<file path="src/rtl/fetch_pkg.sv">
// Shared constants for the instruction fetch buffer.
// Entry layout is {pc, inst, cookie, exc}, MSB to LSB.
package fetch_pkg;

    localparam int PC_WIDTH   = 32;
    localparam int INST_WIDTH = 32;
    localparam int DATA_WIDTH = 64;
    localparam int EXC_WIDTH  = 7;
    localparam int NUM_SLOTS  = 2;

    localparam logic [EXC_WIDTH-1:0] EXC_NONE = '0;

endpackage

</file>
<file path="src/rtl/fetch_buffer_if.sv">
// Fetch buffer handshake bundle: cache response side in, decode side out.
// master = cache/decode environment, slave = the fetch buffer itself.
interface fetch_buffer_if
    import fetch_pkg::*;
#(
    parameter int COOKIE_WIDTH = 32
);
    logic                    in_valid;
    logic [PC_WIDTH-1:0]     in_pc;
    logic [DATA_WIDTH-1:0]   in_data;
    logic [COOKIE_WIDTH-1:0] in_cookie;
    logic [EXC_WIDTH-1:0]    in_exception;
    logic                    fetch_ready;

    logic [NUM_SLOTS-1:0]    out_valid;
    logic [PC_WIDTH-1:0]     out_pc0;
    logic [PC_WIDTH-1:0]     out_pc1;
    logic [INST_WIDTH-1:0]   out_inst0;
    logic [INST_WIDTH-1:0]   out_inst1;
    logic [COOKIE_WIDTH-1:0] out_cookie0;
    logic [COOKIE_WIDTH-1:0] out_cookie1;
    logic [EXC_WIDTH-1:0]    out_exc0;
    logic [EXC_WIDTH-1:0]    out_exc1;
    logic [NUM_SLOTS-1:0]    out_ready;

    modport master (
        output in_valid, in_pc, in_data, in_cookie, in_exception,
        input  fetch_ready,
        input  out_valid, out_pc0, out_pc1, out_inst0, out_inst1,
        input  out_cookie0, out_cookie1, out_exc0, out_exc1,
        output out_ready
    );

    modport slave (
        input  in_valid, in_pc, in_data, in_cookie, in_exception,
        output fetch_ready,
        output out_valid, out_pc0, out_pc1, out_inst0, out_inst1,
        output out_cookie0, out_cookie1, out_exc0, out_exc1,
        input  out_ready
    );

endinterface

</file>
<file path="src/rtl/fetch_queue_mem.sv">
// Entry storage: two write ports (tail, tail+1) and two async reads.
// Ports: clk, we*/waddr*/wdata* writes, raddr*/rdata* reads.
module fetch_queue_mem #(
    parameter int  DEPTH   = 8,
    parameter type entry_t = logic,
    localparam int PW      = $clog2(DEPTH)
) (
    input  logic          clk,
    input  logic          we0_i,
    input  logic [PW-1:0] waddr0_i,
    input  entry_t        wdata0_i,
    input  logic          we1_i,
    input  logic [PW-1:0] waddr1_i,
    input  entry_t        wdata1_i,
    input  logic [PW-1:0] raddr0_i,
    input  logic [PW-1:0] raddr1_i,
    output entry_t        rdata0_o,
    output entry_t        rdata1_o
);

    entry_t mem_q [DEPTH];

    // Contents are don't-care after reset; validity lives in count.
    always_ff @(posedge clk) begin
        if (we0_i) mem_q[waddr0_i] <= wdata0_i;
        if (we1_i) mem_q[waddr1_i] <= wdata1_i;
    end

    assign rdata0_o = mem_q[raddr0_i];
    assign rdata1_o = mem_q[raddr1_i];

endmodule

</file>
<file path="src/rtl/fetch_buffer.sv">
// Instruction fetch queue: splits 64-bit cache packets into 32-bit entries.
// Ports: clk, rst, flush, fb (slave bundle), overflow_err (sticky).
module fetch_buffer
    import fetch_pkg::*;
#(
    parameter int DEPTH        = 8,
    parameter int COOKIE_WIDTH = 32
) (
    input  logic           clk,
    input  logic           rst,
    input  logic           flush,
    fetch_buffer_if.slave  fb,
    output logic           overflow_err
);

    localparam int PW = $clog2(DEPTH);
    localparam int CW = PW + 1;

    typedef struct packed {
        logic [PC_WIDTH-1:0]     pc;
        logic [INST_WIDTH-1:0]   inst;
        logic [COOKIE_WIDTH-1:0] cookie;
        logic [EXC_WIDTH-1:0]    exc;
    } entry_t;

    logic [PW-1:0] head_q, head_d;
    logic [PW-1:0] tail_q, tail_d;
    logic [CW-1:0] count_q, count_d;
    logic          ovf_q, ovf_d;

    logic [1:0]    n_enq;
    logic [1:0]    n_deq;
    logic [1:0]    enq_amt;
    logic [CW-1:0] space;
    logic          fits;
    logic          do_enq;
    logic [1:0]    vld;
    entry_t        wr0, wr1, rd0, rd1;

    // Faulting fetches carry no usable data, so they take one slot.
    always_comb begin
        n_enq = 2'd1;
        wr0 = '{pc: fb.in_pc, inst: fb.in_data[63:32],
                cookie: fb.in_cookie, exc: EXC_NONE};
        wr1 = '{pc: fb.in_pc + 32'd4, inst: fb.in_data[63:32],
                cookie: fb.in_cookie, exc: EXC_NONE};
        if (fb.in_exception != EXC_NONE) begin
            wr0.inst = '0;
            wr0.exc  = fb.in_exception;
        end else if (!fb.in_pc[2]) begin
            n_enq    = 2'd2;
            wr0.inst = fb.in_data[31:0];
        end
    end

    // Space is judged on the pre-dequeue count.
    assign space   = CW'(DEPTH) - count_q;
    assign fits    = space >= CW'(n_enq);
    assign do_enq  = fb.in_valid && !flush && fits;
    assign enq_amt = do_enq ? n_enq : 2'd0;

    assign vld   = {count_q >= CW'(2), count_q >= CW'(1)};
    assign n_deq = {1'b0, fb.out_ready[0] & vld[0]}
                 + {1'b0, fb.out_ready[1] & vld[1]};

    always_comb begin
        head_d  = head_q + PW'(n_deq);
        tail_d  = tail_q + PW'(enq_amt);
        count_d = count_q + CW'(enq_amt) - CW'(n_deq);
        ovf_d   = ovf_q | (fb.in_valid && !flush && !fits);
        if (flush) begin
            head_d  = '0;
            tail_d  = '0;
            count_d = '0;
            ovf_d   = ovf_q;
        end
    end

    always_ff @(posedge clk) begin
        if (rst) begin
            head_q  <= '0;
            tail_q  <= '0;
            count_q <= '0;
            ovf_q   <= 1'b0;
        end else begin
            head_q  <= head_d;
            tail_q  <= tail_d;
            count_q <= count_d;
            ovf_q   <= ovf_d;
        end
    end

    fetch_queue_mem #(
        .DEPTH   (DEPTH),
        .entry_t (entry_t)
    ) u_mem (
        .clk      (clk),
        .we0_i    (do_enq),
        .waddr0_i (tail_q),
        .wdata0_i (wr0),
        .we1_i    (do_enq && n_enq == 2'd2),
        .waddr1_i (tail_q + PW'(1)),
        .wdata1_i (wr1),
        .raddr0_i (head_q),
        .raddr1_i (head_q + PW'(1)),
        .rdata0_o (rd0),
        .rdata1_o (rd1)
    );

    // Up to two packets may still land after fetch_ready drops.
    assign fb.fetch_ready = count_q <= CW'(DEPTH - 4);

    assign fb.out_valid   = vld;
    assign fb.out_pc0     = rd0.pc;
    assign fb.out_pc1     = rd1.pc;
    assign fb.out_inst0   = rd0.inst;
    assign fb.out_inst1   = rd1.inst;
    assign fb.out_cookie0 = rd0.cookie;
    assign fb.out_cookie1 = rd1.cookie;
    assign fb.out_exc0    = rd0.exc;
    assign fb.out_exc1    = rd1.exc;

    assign overflow_err = ovf_q;

endmodule

</file>
<file path="src/flat_wrapper.sv">
// flat-port wrapper written by rule: the top's interface ports become plain ports
module fetch_buffer_flat import fetch_pkg::*;
#(
    parameter int DEPTH        = 8,
    parameter int COOKIE_WIDTH = 32
)
  (clk, rst, flush, overflow_err, fb_in_valid, fb_in_pc, fb_in_data, fb_in_cookie, fb_in_exception, fb_fetch_ready, fb_out_valid, fb_out_pc0, fb_out_pc1, fb_out_inst0, fb_out_inst1, fb_out_cookie0, fb_out_cookie1, fb_out_exc0, fb_out_exc1, fb_out_ready);
  fetch_buffer_if #(.COOKIE_WIDTH(COOKIE_WIDTH)) fb_i ();
  input  logic clk;
  input  logic rst;
  input  logic flush;
  output logic overflow_err;
  input wire logic [$bits(fb_i.in_valid)-1:0] fb_in_valid;
  input wire logic [$bits(fb_i.in_pc)-1:0] fb_in_pc;
  input wire logic [$bits(fb_i.in_data)-1:0] fb_in_data;
  input wire logic [$bits(fb_i.in_cookie)-1:0] fb_in_cookie;
  input wire logic [$bits(fb_i.in_exception)-1:0] fb_in_exception;
  output wire logic [$bits(fb_i.fetch_ready)-1:0] fb_fetch_ready;
  output wire logic [$bits(fb_i.out_valid)-1:0] fb_out_valid;
  output wire logic [$bits(fb_i.out_pc0)-1:0] fb_out_pc0;
  output wire logic [$bits(fb_i.out_pc1)-1:0] fb_out_pc1;
  output wire logic [$bits(fb_i.out_inst0)-1:0] fb_out_inst0;
  output wire logic [$bits(fb_i.out_inst1)-1:0] fb_out_inst1;
  output wire logic [$bits(fb_i.out_cookie0)-1:0] fb_out_cookie0;
  output wire logic [$bits(fb_i.out_cookie1)-1:0] fb_out_cookie1;
  output wire logic [$bits(fb_i.out_exc0)-1:0] fb_out_exc0;
  output wire logic [$bits(fb_i.out_exc1)-1:0] fb_out_exc1;
  input wire logic [$bits(fb_i.out_ready)-1:0] fb_out_ready;
  assign fb_i.in_valid = fb_in_valid;
  assign fb_i.in_pc = fb_in_pc;
  assign fb_i.in_data = fb_in_data;
  assign fb_i.in_cookie = fb_in_cookie;
  assign fb_i.in_exception = fb_in_exception;
  assign fb_fetch_ready = fb_i.fetch_ready;
  assign fb_out_valid = fb_i.out_valid;
  assign fb_out_pc0 = fb_i.out_pc0;
  assign fb_out_pc1 = fb_i.out_pc1;
  assign fb_out_inst0 = fb_i.out_inst0;
  assign fb_out_inst1 = fb_i.out_inst1;
  assign fb_out_cookie0 = fb_i.out_cookie0;
  assign fb_out_cookie1 = fb_i.out_cookie1;
  assign fb_out_exc0 = fb_i.out_exc0;
  assign fb_out_exc1 = fb_i.out_exc1;
  assign fb_i.out_ready = fb_out_ready;
  fetch_buffer #(.DEPTH(DEPTH), .COOKIE_WIDTH(COOKIE_WIDTH)) u_core (.clk(clk), .rst(rst), .flush(flush), .fb(fb_i), .overflow_err(overflow_err));
endmodule
</file>
<file path="config.mk">
export PLATFORM = sky130hd
export DESIGN_NAME = fetch_buffer_flat
export DESIGN_NICKNAME = d
export VERILOG_FILES = /design/src/rtl/fetch_pkg.sv /design/src/rtl/fetch_buffer_if.sv /design/src/rtl/fetch_queue_mem.sv /design/src/rtl/fetch_buffer.sv /design/src/flat_wrapper.sv
export SDC_FILE = /design/constraint.sdc
export NUM_CORES = 2
export LEC_CHECK = 0
export ABC_CLOCK_PERIOD_IN_PS = 14700
export BUFFER_PORTS_ARGS = -buffer_cell sky130_fd_sc_hd__buf_2
export CAP_MARGIN = 20
export CORE_MARGIN = 4
export CORE_UTILIZATION = 55
export CTS_CLUSTER_DIAMETER = 200
export DETAILED_ROUTE_END_ITERATION = 8
export GPL_TIMING_DRIVEN = 0
export HOLD_SLACK_MARGIN = 0.15
export PLACE_DENSITY = 0.78
export SYNTH_ARGS = -nofsm -noshare
export SYNTH_HDL_FRONTEND = slang
export SYNTH_HIERARCHICAL = 1
export SYNTH_SLANG_ARGS = --single-unit
</file>
<file path="constraint.sdc">
create_clock -name clk -period 14.7 [get_ports clk]
set_input_delay 3.675 -clock clk [delete_from_list [all_inputs] [get_ports clk]]
set_output_delay 3.675 -clock clk [all_outputs]
set_load 0.05 [all_outputs]
</file>
* After elaboration in Yosys (flattened, before gate mapping)
Memory sizes are Yosys's and may differ from the RTL's. A register that Yosys moved wholly into a read port is not among the register bits.
Index checks and enable logic that the tools add are counted.
** Cells by class
- Bitwise logic cells :: 3
- Magnitude comparators :: 4
- Multiplexer cells :: 11
- Equality and inequality tests :: 1
- Reductions and logical operators :: 8
- $add $sub $neg :: 9
** Operators with widths (count)
- $mux W32 :: 2
- $add A32 B3 Y32 const B :: 1
- $mux W7 :: 1
- $reduce_bool A7 Y1 :: 1
- $add A3 B1 Y3 const B :: 2
- $add A3 B2 Y3 :: 2
- $mux W2 :: 3
- $add A4 B2 Y4 :: 1
- $ge A4 B1 Y1 const B :: 1
- $ge A4 B2 Y1 :: 1
- $ge A4 B2 Y1 const B :: 1
- $le A4 B3 Y1 const B :: 1
- $logic_and A1 B1 Y1 :: 4
- $mux W1 :: 4
- $sub A4 B2 Y4 :: 1
- $sub A4 B4 Y4 const A :: 1
- $mux W3 :: 1
- $add A1 B1 Y2 :: 1
- $and A1 B1 Y1 :: 2
- $eq A2 B2 Y1 const B :: 1
- $logic_not A1 Y1 :: 2
- $reduce_or A2 Y1 :: 1
- $or A1 B1 Y1 :: 1
** Word-level totals
- Register bits :: 11
- Memories :: 1
- Input bits :: 141
- Output and inout bits :: 210
- Bits in writable memories :: 824
** Memories
- u_core.u_mem.mem_q :: words 8, bits a word 103, read ports 2, clocked after Yosys merged registers in 1, write ports 2, line fetch_queue_mem.sv:21 : entry_t mem_q [DEPTH];

* Longest topological paths before layout
- Depth in word-level cells :: 7
- Depth in mapped cells :: 16
- Mapped depth without buffers :: 16

* Modules after synthesis
Netlist, hierarchy kept.
** By module, submodules not included
- fetch_queue_mem :: area an instance 46978.8 um^2, cells an instance 2498, times used 1, sequential area each 24743.7 um^2
- fetch_buffer :: area an instance 1904.3 um^2, cells an instance 253, times used 1, sequential area each 220.2 um^2

* Least setup slack after synthesis
OpenSTA, ideal clock, no wires.
- Path kind :: input to register
- Start point :: input port fb_in_exception[3]
- End point :: memory u_core/u_mem/mem_q[0][0] in the netlist's numbering (enable)
- Data required time :: 13.983 ns
- Buffers on the path :: 0
- Arrival :: 12.782 ns
- Library setup time :: 0.717 ns
- Stages :: 9
- Slack :: 1.201 ns
- Cells stage by stage :: nor4_1 > nand2_1 > nor2_1 > inv_1 > ha_1 > o21ai_0 > a311oi_2 > nand2b_1 > o31ai_1
** RTL lines
- start: declaration :: line flat_wrapper.sv:17 : input wire logic [$bits(fb_i.in_exception)-1:0] fb_in_exception;
- end: declaration :: line fetch_queue_mem.sv:21

==> flow_summary.toml <==
[sta]
min_period_ns = 9.02
finClkSkew_ns = 0.0236
rsz0062_at_grt = "false"
fin_crit_sh = 0.614
fin_setup_tns_ns = 0
fin_ws_ns = 5.68
slew_violations = 0
finalHoldViolations = 0
setup_viol = 0
worst_pin_slew_ns = 1.27
fmax_ghz = 0.111
slew_headroom = 0.156

[synthesis]
syn_avg_cell_area_sq_um = 17.8
ys_seq_elements = 835
ys_seq_area_frac = 0.511
ys_types = 44
synthCells = 2751
yosys_warnings = 6
syn-cell-area_sq_mm = 0.0489

[routing]
vias_per_cell = 6.64
drc_errors = 0
wl_met3_um = 14700
wl_um = 147000
antenna_left = 0
routedLengthMet1_um = 52900
first_pass_iters = 5
drtIter0Drc = 3207
routed.top_layer = "met5"
wl_per_cell_um = 32.3
wl_met2_um = 72400
via_count = 30200

[power]
p_int_w = 0.00505
power_frac_seq = 0.351
comb_power_share = 0.342
p_switching_w = 0.00269
vdd_ir_drop_max_v = 0.000131
switching_share = 0.347
p_leak_nw = 19.9
power_density_mw_per_mm2 = 137
clock_power_share = 0.307

[run]
cap_violations = 0

[global_route]
grt_pass1_vias = 32104
grt_usage = 0.309
grt_max_degree = 37
antenna_found_initial = 33
overflow = 0
grt_pass1_wl_um = 212000

[clock_network]
cts_sinks = 835
cts_resized = 0
cts_tree = "yes"
cts-root-buf = "clkbuf_16"
htreeDepth = 3
cts_buffers = 92
cts_setup_buffers = 0
cts_hold_buf = 0
clkTransAtPathRegs_ns = 0.06
clock_path_buffers = 3
clock_latency_ns = 0.65

[layout]
utilization = 0.640
num-nets-final = 3457
drive_gt1_frac = 0.624
syn_to_final_growth_pct = 15.5
fill_cells = 6221
instances_no_fill = 4550

[die]
die_area_sq_mm = 0.0937
die_w_um = 306
rows = 109
pin_count = 351
initial_core_util = 0.554
die_h_um = 306
core-area_sq_mm = 0.0882

[setup_path]
cp-end-kind = "flip-flop"
crit_top_cell = "buf_2"
timing.reg2reg.worst_path_depth = 14
cp_max_fo = 36
critical_path_buf_inv_count = 8
timing.rr.end = "u_core/u_mem/mem_q[2][60]"
cp_top_family = "buffers and inverters"
r2r-start = "u_core/count_q[0]"
crit_chain = "buf_2 -> nor4_1 -> nand2_1 -> nor2_1 -> inv_1 -> ha_1 -> o21ai_0 -> a311oi_2 -> and2_1 -> buf_2 -> nor4bb_1 -> clkbuf_1 -> buf_2 -> buf_2 -> a31o_4 -> buf_12 -> buf_16"
reg2reg_slack_ns = 9.42
cp.required_ns = 15.01
crit_path_start_kind = "input pin"
critical_path_depth = 17
slowest_delay_ns = 0.58
arrival_ns = 9.33
crit_slowest_cell = "a311oi_2"
critPathKind = "in2reg"

[hold_path]
hold-path-endpoint = "u_core/overflow_err"
hold_depth = 2
min-delay-start = "u_core/overflow_err"
hold_class = "reg2reg"

[placement]
gp_routability_congestion = 0.869
dp_hpwl_um = 97800
pre_cts_ws_ns = 4.95
io_buffers = 350
place_inst = 4364

[run_status]
status = "finished, final reports clean"
-- kinds of logic after synthesis --
logic type,count (synthesis),share of synthesized area
AO/OA/AOI/OAI,14,0.00210
other,1,0.0000767
adder cells (fa/ha/maj),20,0.00573
AND/OR/NAND/NOR,123,0.0134
multiplexers,1474,0.438
buffers and inverters,248,0.0234
XOR/XNOR,36,0.00645
flip-flops,835,0.511
-- worst max-delay path by stage --
| stage | slack [ns] | end | start |
|---|---|---|---|
| 5_1_grt | 5.42 | u_core/u_mem/mem_q[2][60] | fb_in_exception[4] |
| 3_3_place_gp | -8.87 | u_core/u_mem/mem_q[0][50] | fb_in_exception[4] |
| 3_5_place_dp | 4.95 | u_core/u_mem/mem_q[2][50] | fb_in_exception[4] |
| 4_1_cts | 5.62 | u_core/u_mem/mem_q[2][60] | fb_in_exception[4] |
| 2_1_floorplan | 1.20 | u_core/u_mem/mem_q[0][0] | fb_in_exception[3] |
| 6_report | 5.68 | u_core/u_mem/mem_q[2][60] | fb_in_exception[4] |
-- layout by cell type, fill, tap and decap left out, types with 5 or more instances in the layout --
| cell | synthesis | final |
|---|---|---|
| and2_1 | 8 | 8 |
| and3_1 | 7 | 7 |
| buf_1 | 13 | 13 |
| buf_12 | 0 | 27 |
| buf_16 | 0 | 11 |
| buf_2 | 112 | 462 |
| buf_6 | 8 | 8 |
| buf_8 | 0 | 8 |
| bufinv_16 | 0 | 13 |
| clkbuf_1 | 92 | 115 |
| clkbuf_16 | 0 | 95 |
| clkinv_1 | 0 | 16 |
| clkinv_2 | 0 | 14 |
| conb_1 | 1 | 56 |
| dfxtp_1 | 11 | 11 |
| diode_2 | 0 | 16 |
| edfxtp_1 | 824 | 824 |
| ha_1 | 16 | 16 |
| inv_1 | 20 | 20 |
| mux2_2 | 971 | 971 |
| mux2_4 | 59 | 59 |
| mux2i_1 | 32 | 32 |
| mux4_2 | 412 | 412 |
| nand2_1 | 12 | 12 |
| nand3_1 | 12 | 12 |
| nand4_1 | 9 | 9 |
| nor2_1 | 51 | 51 |
| nor3_1 | 5 | 5 |
| xnor2_1 | 24 | 24 |
| xor2_1 | 12 | 12 |
-- worst reg2reg max path, delay by kind of cell (launching register included) --
family | cells | cell delay [ns]
AO/OA/AOI/OAI | 3 | 1.20
adder cells (fa/ha/maj) | 2 | 0.58
buffers and inverters | 7 | 2.20
flip-flops | 1 | 0.40
AND/OR/NAND/NOR | 2 | 0.51
-- final cells by class --
class / count / area [sq um] / area share
multi-input cells: 1723 / 23100 / 0.409
repair buffers: 396 / 2720 / 0.0481
inverters: 20 / 75.1 / 0.00133
plain buffers: 228 / 1070 / 0.0189
well taps: 1165 / 1460 / 0.0258
diodes: 16 / 40.0 / 0.000709
clock inverters: 48 / 578 / 0.0102
flip-flops and latches: 835 / 25000 / 0.442
clock buffers: 119 / 2480 / 0.0439
-- flip-flops by register name, summed over array words and instances (netlist names) --
register / flops
u_core/head_q: 3
u_core/count_q: 4
u_core/overflow_err: 1
u_core/tail_q: 3
u_core/u_mem/mem_q: 824
-- stage by stage --
stage               hold WS (ns)  area, sq um  total power, W
global route               0.508        56400         0.00800
floorplan                  0.511        49100         0.00470
global placement           0.459        52300         0.00538
CTS                        0.490        56400         0.00777
detailed placement         0.474        53300         0.00541
finish                     0.496        56400         0.00774
-- power groups by stage --
stage / combinational (W) / clock, W / sequential, W
final: 0.00265 / 0.00237 / 0.00272
after global routing: 0.00276 / 0.00252 / 0.00272
after CTS: 0.00265 / 0.00240 / 0.00272
after detailed placement: 0.00264 / 0 / 0.00277
after global placement: 0.00256 / 0 / 0.00282
after floorplan: 0.00192 / 0 / 0.00278
-- cell usage after synthesis, drive strengths merged --
cell type,instances,area share
nand3,12,0.0012
nor4,3,0.00069
and3,7,0.00090
fa,4,0.0016
nor4bb,3,0.00061
nand3b,1,0.00015
conb,1,0.000077
or4b,1,0.00020
or2,1,0.00013
edfxtp,824,0.51
and4,2,0.00036
a311oi,1,0.00031
nor3,5,0.00051
buf,136,0.015
clkbuf,92,0.0071
o21ai,5,0.00051
a41oi,1,0.00018
nor2,51,0.0039
ha,16,0.0041
mux2,1030,0.24
mux4,412,0.19
nand2,12,0.00092
inv,20,0.0015
xnor2,24,0.0043
dfxtp,11,0.0045
nand2b,3,0.00038
a21oi,1,0.00010
o31ai,1,0.00015
nand4b,3,0.00054
nand4,11,0.0018
o21bai,2,0.00031
and2,8,0.0010
a41o,1,0.00020
a21o,1,0.00015
mux2i,32,0.0066
xor2,12,0.0022
a31o,1,0.00018
-- routing by layer --
metal,vias up,track usage
met5,-,0
li1,12555,-
met4,28,0.138
met2,1626,0.509
met1,15620,0.391
met3,371,0.0781
(Power assumes the default switching activity.)
